<file path="src/rtl/dice_game_fsm.sv">
// Craps rules controller: captures the dice sum on roll-button release and
// tracks first roll / point / win / lose. Define ROLL_COUNT_EN to add roll_count.
module dice_game_fsm #(
   parameter int SUM_W   = 4,
   parameter int MIN_SUM = 2,
   parameter int MAX_SUM = 12,
   parameter int CNT_W   = 8
) (
   input  logic             clk,
   input  logic             reset,
   input  logic             roll,
   input  logic [SUM_W-1:0] sum,
   input  logic             new_game,
   output logic             win,
   output logic             lose,
   output logic [SUM_W-1:0] point,
   output logic             point_valid,
   output logic             roll_done,
`ifdef ROLL_COUNT_EN
   output logic [CNT_W-1:0] roll_count,
`endif
   output logic             err
);

   // state    | meaning
   // ST_FIRST | waiting for the come-out roll
   // ST_POINT | point established, rolling for point or seven
   // ST_WIN   | natural or point made; holds until new_game/reset
   // ST_LOSE  | craps or seven-out; holds until new_game/reset
   typedef enum logic [1:0] {ST_FIRST, ST_POINT, ST_WIN, ST_LOSE} state_t;

   localparam logic [SUM_W-1:0] SUM_MIN = SUM_W'(MIN_SUM);
   localparam logic [SUM_W-1:0] SUM_MAX = SUM_W'(MAX_SUM);
   localparam logic [SUM_W-1:0] S2  = SUM_W'(2);
   localparam logic [SUM_W-1:0] S3  = SUM_W'(3);
   localparam logic [SUM_W-1:0] S7  = SUM_W'(7);
   localparam logic [SUM_W-1:0] S11 = SUM_W'(11);
   localparam logic [SUM_W-1:0] S12 = SUM_W'(12);

   state_t           state_q, state_d;
   logic             roll_q;
   logic             win_q, win_d;
   logic             lose_q, lose_d;
   logic [SUM_W-1:0] point_q, point_d;
   logic             point_valid_q, point_valid_d;
   logic             roll_done_q, roll_done_d;
   logic             err_q, err_d;
   logic [CNT_W-1:0] cnt_q, cnt_d;

   logic release_ev;
   logic legal;
   logic accepted;

   assign release_ev = roll_q & ~roll;
   assign legal      = (sum >= SUM_MIN) && (sum <= SUM_MAX);

   always_comb begin
      state_d     = state_q;
      point_d     = point_q;
      cnt_d       = cnt_q;
      roll_done_d = 1'b0;
      err_d       = 1'b0;
      accepted    = 1'b0;

      // new_game takes priority over any release on the same edge
      if (new_game) begin
         state_d = ST_FIRST;
         point_d = '0;
         cnt_d   = '0;
      end else begin
         case (state_q)
            ST_FIRST, ST_POINT: begin
               if (release_ev) begin
                  if (!legal) begin
                     err_d = 1'b1;
                  end else begin
                     accepted    = 1'b1;
                     roll_done_d = 1'b1;
                     if (cnt_q != '1) cnt_d = cnt_q + 1'b1;
                  end
               end
            end
            ST_WIN, ST_LOSE: ;
            default: begin
               state_d = ST_FIRST;
               point_d = '0;
            end
         endcase

         if (accepted) begin
            if (state_q == ST_FIRST) begin
               if (sum == S7 || sum == S11) begin
                  state_d = ST_WIN;
               end else if (sum == S2 || sum == S3 || sum == S12) begin
                  state_d = ST_LOSE;
               end else begin
                  state_d = ST_POINT;
                  point_d = sum;
               end
            end else if (sum == point_q) begin
               state_d = ST_WIN;
            end else if (sum == S7) begin
               state_d = ST_LOSE;
            end
         end
      end

      win_d         = (state_d == ST_WIN);
      lose_d        = (state_d == ST_LOSE);
      point_valid_d = (state_d == ST_POINT);
   end

   always_ff @(posedge clk) begin
      if (!reset) begin
         state_q       <= ST_FIRST;
         roll_q        <= 1'b0;
         win_q         <= 1'b0;
         lose_q        <= 1'b0;
         point_q       <= '0;
         point_valid_q <= 1'b0;
         roll_done_q   <= 1'b0;
         err_q         <= 1'b0;
         cnt_q         <= '0;
      end else begin
         state_q       <= state_d;
         roll_q        <= roll;
         win_q         <= win_d;
         lose_q        <= lose_d;
         point_q       <= point_d;
         point_valid_q <= point_valid_d;
         roll_done_q   <= roll_done_d;
         err_q         <= err_d;
         cnt_q         <= cnt_d;
      end
   end

   assign win         = win_q;
   assign lose        = lose_q;
   assign point       = point_q;
   assign point_valid = point_valid_q;
   assign roll_done   = roll_done_q;
   assign err         = err_q;

`ifdef ROLL_COUNT_EN
   assign roll_count = cnt_q;
`else
   // without the feature the counter has no load and is trimmed away
   logic [CNT_W-1:0] unused_cnt;
   assign unused_cnt = cnt_q;
`endif

endmodule

</file>
<file path="config.mk">
export PLATFORM = sky130hd
export DESIGN_NAME = dice_game_fsm
export DESIGN_NICKNAME = d
export VERILOG_FILES = /design/src/rtl/dice_game_fsm.sv
export SDC_FILE = /design/constraint.sdc
export NUM_CORES = 1
export LEC_CHECK = 0
export ABC_AREA = 1
export CAP_MARGIN = 20
export CORE_MARGIN = 4
export CORE_UTILIZATION = 46
export CTS_CLUSTER_SIZE = 20
export DETAILED_ROUTE_END_ITERATION = 8
export GPL_ROUTABILITY_DRIVEN = 0
export PLACE_DENSITY = 0.87
export REMOVE_ABC_BUFFERS = 1
export SYNTH_ARGS = -nofsm -noshare
export SYNTH_HDL_FRONTEND = slang
export SYNTH_SLANG_ARGS = --single-unit
</file>
<file path="constraint.sdc">
create_clock -name clk -period 1.43 [get_ports clk]
set_input_delay 0.143 -clock clk [delete_from_list [all_inputs] [get_ports clk]]
set_output_delay 0.143 -clock clk [all_outputs]
set_load 0.02 [all_outputs]
</file>
==> results of run 1 <==
## through the flow
step                      cell area, sq um  TNS (ns)
after floorplan                        652         0
after global placement                 861    -0.682
after detailed placement               861     -1.24
after CTS                              897         0
after global routing                   907         0
final                                  907         0
## layer usage
layer  share of wire, %  wire length (um)  GRT usage, %
met5                  0                 0             0
met3                6.6                97          5.93
met2                 49               720          23.7
met4               0.75                11          5.26
met1                 43               631          20.3
## registers in the layout, indices dropped and copies added, names as in the netlist
signal	count
state_q	2
err	1
win	1
point_valid	1
point	4
roll_done	1
lose	1
roll_q	1
## cell usage after synthesis
library cell  count  area share, %
nand2_1          33             19
inv_1            18             10
dfxtp_1          12             37
nor2_1            7            4.0
a21oi_1           5            3.8
nand3_1           4            3.1
nand3_2           4            6.1
a21oi_2           2            2.7
inv_2             2            1.2
nand2_2           2            1.9
nor2_2            2            1.9
clkinv_2          1           0.77
nand4_1           1           0.96
nand4_2           1            1.9
nor2_4            1            1.7
nor3b_4           1            2.9
o21ai_1           1           0.77
## cell families (layout without fill, tap and decap cells)
logic type             Yosys count  count (layout)  share of synthesized area (%)
AND/OR/NAND/NOR                 56              56                           43.6
flip-flops                      12              12                           36.9
buffers and inverters           21              45                           12.3
AO/OA/AOI/OAI                    8               8                           7.29
## worst max path at each step
stage	from	endpoint	slack [ns]	depth (start not counted)
floorplan	point[3]	win	0.27	10
global placement	sum[1]	win	-0.09	9
detailed placement	sum[2]	point[3]	-0.17	9
CTS	point[2]	point[2]	0.002	1
global route	sum[2]	win	0.009	9
finish	win	win	0.1	1
## final cells by class
type | instances | area [sq um]
fill | 112 | 410
multi-input combinational | 64 | 332
sequential | 12 | 240
timing repair buffer | 20 | 200
inverter | 21 | 80.1
clock buffer | 4 | 36.3
tap | 15 | 18.8
## where the power goes
| group | internal (mW) | total (mW) | leakage [nW] | switching, mW |
|---|---|---|---|---|
| combinational | 0.0506 | 0.116 | 0.378 | 0.0650 |
| sequential | 0.340 | 0.343 | 0.0971 | 0.00316 |
| clock | 0.155 | 0.262 | 0.0210 | 0.107 |
| total | 0.545 | 0.720 | 0.496 | 0.175 |
## timing repair
item | in CTS | in global routing
resized for setup | 0 | 5
setup endpoints to repair | 0 | 7
setup buffers | 0 | 0
==> summary.md, run 1 <==
| Metric | Value |
|---|---|
| Slowest cell on crit path | `clkdlybuf4s50_1` |
| DIE HEIGHT | `45.6 um` |
| Antenna violations before repair | `0` |
| # IOs | `17` |
| DR pass1 iterations | `4` |
| Max Transition Viols Final | `0` |
| Outcome | `finished, final reports clean` |
| Die Width | `45.6 um` |
| DRT Wirelength | `1460 um` |
| Inst Count DP | `132` |
| Crit path cell chain | `clkdlybuf4s50_1` |
| Tot GR Track Use | `15.7%` |
| Syn Area/Cell | `6.72 sq um` |
| Max_slew headroom | `82.5%` |
| Crit path time final | `1.33 ns` |
| Worst Tran Pin Value | `0.262 ns` |
| Cell row count | `13` |
| Hold WC Path Type | `in -> reg` |
| Util after Layout | `68.9%` |
| Endpoint, Worst Hold | `roll_q` |
| Layout cells sized above 1 | `20.7%` |
| Vias in the first global route | `564` |
| Worst Min Path Start | `roll` |
| Kind of critical path | `reg -> out` |
| Finish-stage setup viols | `0` |
| Endpoint class of the critical path | `primary output` |
| LEAKAGE | `0.496 nW` |
| Yosys warnings | `0` |
| Port buffer count | `16` |
| Most common cell after layout, fill and taps aside | `nand2_1` |
| Total CTS buffers | `3` |
| Layout area overhead | `39.2%` |
| Tot Pwr | `0.720 mW` |
| Hold Crit Depth | `3` |
| CTS tree | `done` |
| Largest net degree at the start of global routing | `8` |
| First-pass GRT wire length | `2350 um` |
| Initial core utilization | `49.5%` |
| CP Launch Type | `register` |
| Vias/cell | `4.82` |
| Final nets | `130` |
| Worst-case reg-to-reg path depth | `7` |
| Worst-path clk slew | `0.08 ns` |
| Largest stage delay, worst path | `0.60 ns` |
| Worst R2R End | `win` |
| Buffers & Inverters on Critical Path | `1` |
| Routed Antenna Nets | `0` |
| Iter 0 DRT Violations | `21` |
| Num Clock Sinks | `12` |
| Cells after Synth | `97` |
| Max H-tree Level | `1` |
| Post-synthesis sequential area ratio | `36.9%` |
| CP delay by family, top | `buffers and inverters` |
| Final setup margin | `0.0959 ns` |
| Grt total ovfl | `0` |
| Core Footprint | `1320 sq um` |
| Longest Clk Path Bufs | `2` |
| Vias post-DR | `656` |
| Post-Layout Cell Count | `136` |
| Req. time, crit path | `1.29 ns` |
| Synthesized area | `652 sq um` |
| Max VDD drop | `0.698 mV` |
| Dpl hpwl | `1110 um` |
| N_diodes | `0` |
| Most frequent cells in the layout | `33 x nand2_1, 17 x inv_1, 12 x dfxtp_1, 12 x clkdlybuf4s50_1, 7 x nor2_1` |
| Hold-fix buffers at CTS | `0` |
| Worst r2r src | `state_q[1]` |
| Max-cap viol count | `0` |
| # DRC | `0` |
| Fmax | `750 MHz` |
| Final Hold Vio Count | `0` |
| R2r setup slk | `0.15 ns` |
| Fin Hold WS | `0.491 ns` |
| Crit path max fanout | `1` |
| Yosys reg bits | `12` |
| Worst-skew pair later-pin latency | `0.27 ns` |
| Cell variety after synth | `17` |
| Power per standard cell area | `794 nW/um^2` |
| Avg WL per Cell | `10.7 um` |
| Pre-CTS WS | `-0.169 ns` |
| Final clock skew | `0.0105 ns` |
| Die ar. | `2080 sq um` |
| Root Buffer | `clkbuf_4` |
| Unrepaired setup endpoints after global routing | `no` |
| Fin crit share | `93.3%` |
| CP Data Arrival Time | `1.19 ns` |
Note: power is estimated with default switching activity, not from simulation.
==> run 2, diff against run 1 <==
- ABC_AREA: 1 -> 0
- CORE_UTILIZATION: 46 -> 43
- PLACE_DENSITY: 0.87 -> 0.85
- RECOVER_POWER: not set -> 100
==> run 2 against run 1 <==
Net effect: the flow now finishes with violations (setup timing); synthesized cell count fell by 38%; sequential share of layout area shrank 0.37 points; non-clock buffer count up 14; sequential power about the same; fmax fell by 8.6%; routed wire length grew 8.3%; count of clock-buffer cells in the layout did not move; clock power about the same; critical path depth is 4 higher; final area grew 2.5%; hold slack got worse by 0.15 ns.
==> summary.md, run 2 <==
| Metric | Value |
|---|---|
| Finish-stage setup viols | `1` |
| Unrepaired setup endpoints after global routing | `yes` |
| Asr flop ratio synth | `0%` |
| CP Launch Type | `input pin` |
| Vias post-DR | `603` |
| Final clock skew | `0.00905 ns` |
| Endpoint class of the critical path | `register` |
| LEAKAGE | `0.419 nW` |
| Core Footprint | `1170 sq um` |
| Max_slew headroom | `78.3%` |
| Buffers & Inverters on Critical Path | `1` |
| Main flop type after synthesis | `dfxtp_1` |
| Post-Layout Cell Count | `111` |
| CP Data Arrival Time | `1.61 ns` |
| Yosys warnings | `0` |
| Pre-CTS WS | `-0.478 ns` |
| Vias/cell | `5.43` |
| Cell variety after synth | `25` |
| Final Hold Vio Count | `0` |
| Num Clock Sinks | `12` |
| Max VDD drop | `0.567 mV` |
| CTS tree | `done` |
| Tot Pwr | `0.721 mW` |
| Vias in the first global route | `570` |
| Fmax | `685 MHz` |
| Total CTS buffers | `3` |
| Failing checks | `setup timing` |
| # DRC | `0` |
| Fin crit share | `102%` |
| Root Buffer | `clkbuf_4` |
| Worst r2r src | `state_q[1]` |
| Worst Tran Pin Value | `0.324 ns` |
| Top-count cell post-synth | `dfxtp_1` |
| Crit path max fanout | `4` |
| Placed Area | `867 sq um` |
| Final setup margin | `-0.0304 ns` |
| Max H-tree Level | `1` |
| Post-synth EDFFs | `0` |
| DIE HEIGHT | `44.3 um` |
| Slowest cell on crit path | `clkdlybuf4s50_1` |
| Cell row count | `12` |
| DR pass1 iterations | `4` |
| Max-cap viol count | `0` |
| Tot GR Track Use | `18.1%` |
| Die ar. | `1960 sq um` |
| Fin Hold WS | `0.341 ns` |
| First-pass GRT wire length | `2520 um` |
| Port buffer count | `16` |
| Area fraction of the dominant cell type after synthesis | `42.4%` |
| Max FFs per register | `4` |
| Cell taking the most area after synthesis | `dfxtp_1` |
| N_diodes | `0` |
| Final TNS setup | `-0.0304 ns` |
| Longest Clk Path Bufs | `2` |
| Antenna violations before repair | `0` |
| Inst Count DP | `106` |
| Grt total ovfl | `0` |
| Routed Antenna Nets | `0` |
| Worst Min Path Start | `sum[0]` |
| Iter 0 DRT Violations | `7` |
| Worst-skew pair later-pin latency | `0.27 ns` |
| Hold WC Path Type | `in -> reg` |
| Synthesized area | `567 sq um` |
| CP delay by family, top | `simple AND/OR/NAND/NOR gates` |
| Initial core utilization | `48.4%` |
| Crit path cell chain | `clkdlybuf4s50_1 -> or3b_4 -> nor3_4 -> nor2_1 -> o311a_2` |
| Kind of critical path | `in -> reg` |
| Most frequent cells in the layout | `15 x buf_4, 10 x dfxtp_1, 8 x clkdlybuf4s50_1, 8 x dlygate4sd2_1, 7 x nand2_1` |
| Max Transition Viols Final | `0` |
| Syn Area/Cell | `9.45 sq um` |
| Req. time, crit path | `1.58 ns` |
| Top cells by area, synth | `dfxtp_1 42%, xor2_1 7.7%, nand2_1 4.6%` |
| Cells after Synth | `60` |
| Layout area overhead | `64.0%` |
| Worst-path clk slew | `0.07 ns` |
| Largest net degree at the start of global routing | `8` |
| Post-synth top cells | `12 x dfxtp_1, 7 x nand2_1, 5 x a21oi_1, 5 x xor2_1, 4 x nor2_1` |
| # IOs | `17` |
| DRT Wirelength | `1580 um` |
| Worst setup path startpoint | `roll` |
| Post-synthesis sequential area ratio | `42.4%` |
| Yosys reg bits | `12` |
| Util after Layout | `79.4%` |
| Hold-fix buffers at CTS | `0` |
| Design area | `930 sq um` |
| Power per standard cell area | `776 nW/um^2` |
| Layout cells sized above 1 | `36.1%` |
| Final nets | `106` |
| Most common cell after layout, fill and taps aside | `buf_4` |
| Dpl hpwl | `1180 um` |
| Die Width | `44.3 um` |
| Avg WL per Cell | `14.2 um` |
| Largest stage delay, worst path | `0.46 ns` |
| Outcome | `finished with violations` |
| Crit path time final | `1.46 ns` |
[run 2: changes by cell type after synthesis, sizes merged, moves of 5 or more]
cell and delta:
nor2 -6, nand3 -7, inv -19, nand2 -28, xor2 +5
[run 2: final cells by class]
| class | instances | area, sq um |
|---|---|---|
| multi-input cells | 46 | 344 |
| repair buffers | 34 | 285 |
| well taps | 14 | 17.5 |
| flip-flops and latches | 12 | 243 |
| clock buffers | 4 | 36.3 |
| fillers | 81 | 241 |
| inverters | 1 | 3.75 |
[run 2: path summary, 6_finish.rpt]
path | endpoint | slack, ns | cells after the start
worst max-delay path | win | -0.03 | 5
worst min-delay path | point[0] | 0.34 | 3
worst max register to register | win | -0.02 | 4
worst min register to register | err | 0.55 | 2
[run 2: tightest hold or removal path, cell delays in order]
cell,delay [ns]
dlygate4sd2_1,0.29
nand2_1,0.08
a21oi_1,0.06
[run 2: where the power goes]
group | internal [mW] | total [mW] | switching, mW
logic | 0.0602 | 0.117 | 0.0572
registers | 0.340 | 0.343 | 0.00324
clock network | 0.155 | 0.261 | 0.106
[run 2: per-layer routing]
| metal | GRT usage, % | part of all wire (%) |
|---|---|---|
| met1 | 21.7 | 45 |
| met2 | 29.7 | 47 |
| met3 | 8.54 | 5.9 |
| met4 | 3.61 | 2.0 |
| met5 | 0 | 0 |
[run 2: logic make-up after synthesis]
logic type / count (synthesis) / synth area share, %
flops: 12 / 42.4
buf+inv: 2 / 1.54
simple gates: 26 / 27.4
compound gates: 15 / 21.0
xor+xnor: 5 / 7.73
[run 2: repair_timing]
action	4_1_cts	5_1_grt
setup endpoints to repair	13	9
gates cloned	0	0
resized for setup	14	4
pin swaps	2	0
setup buffers	0	1
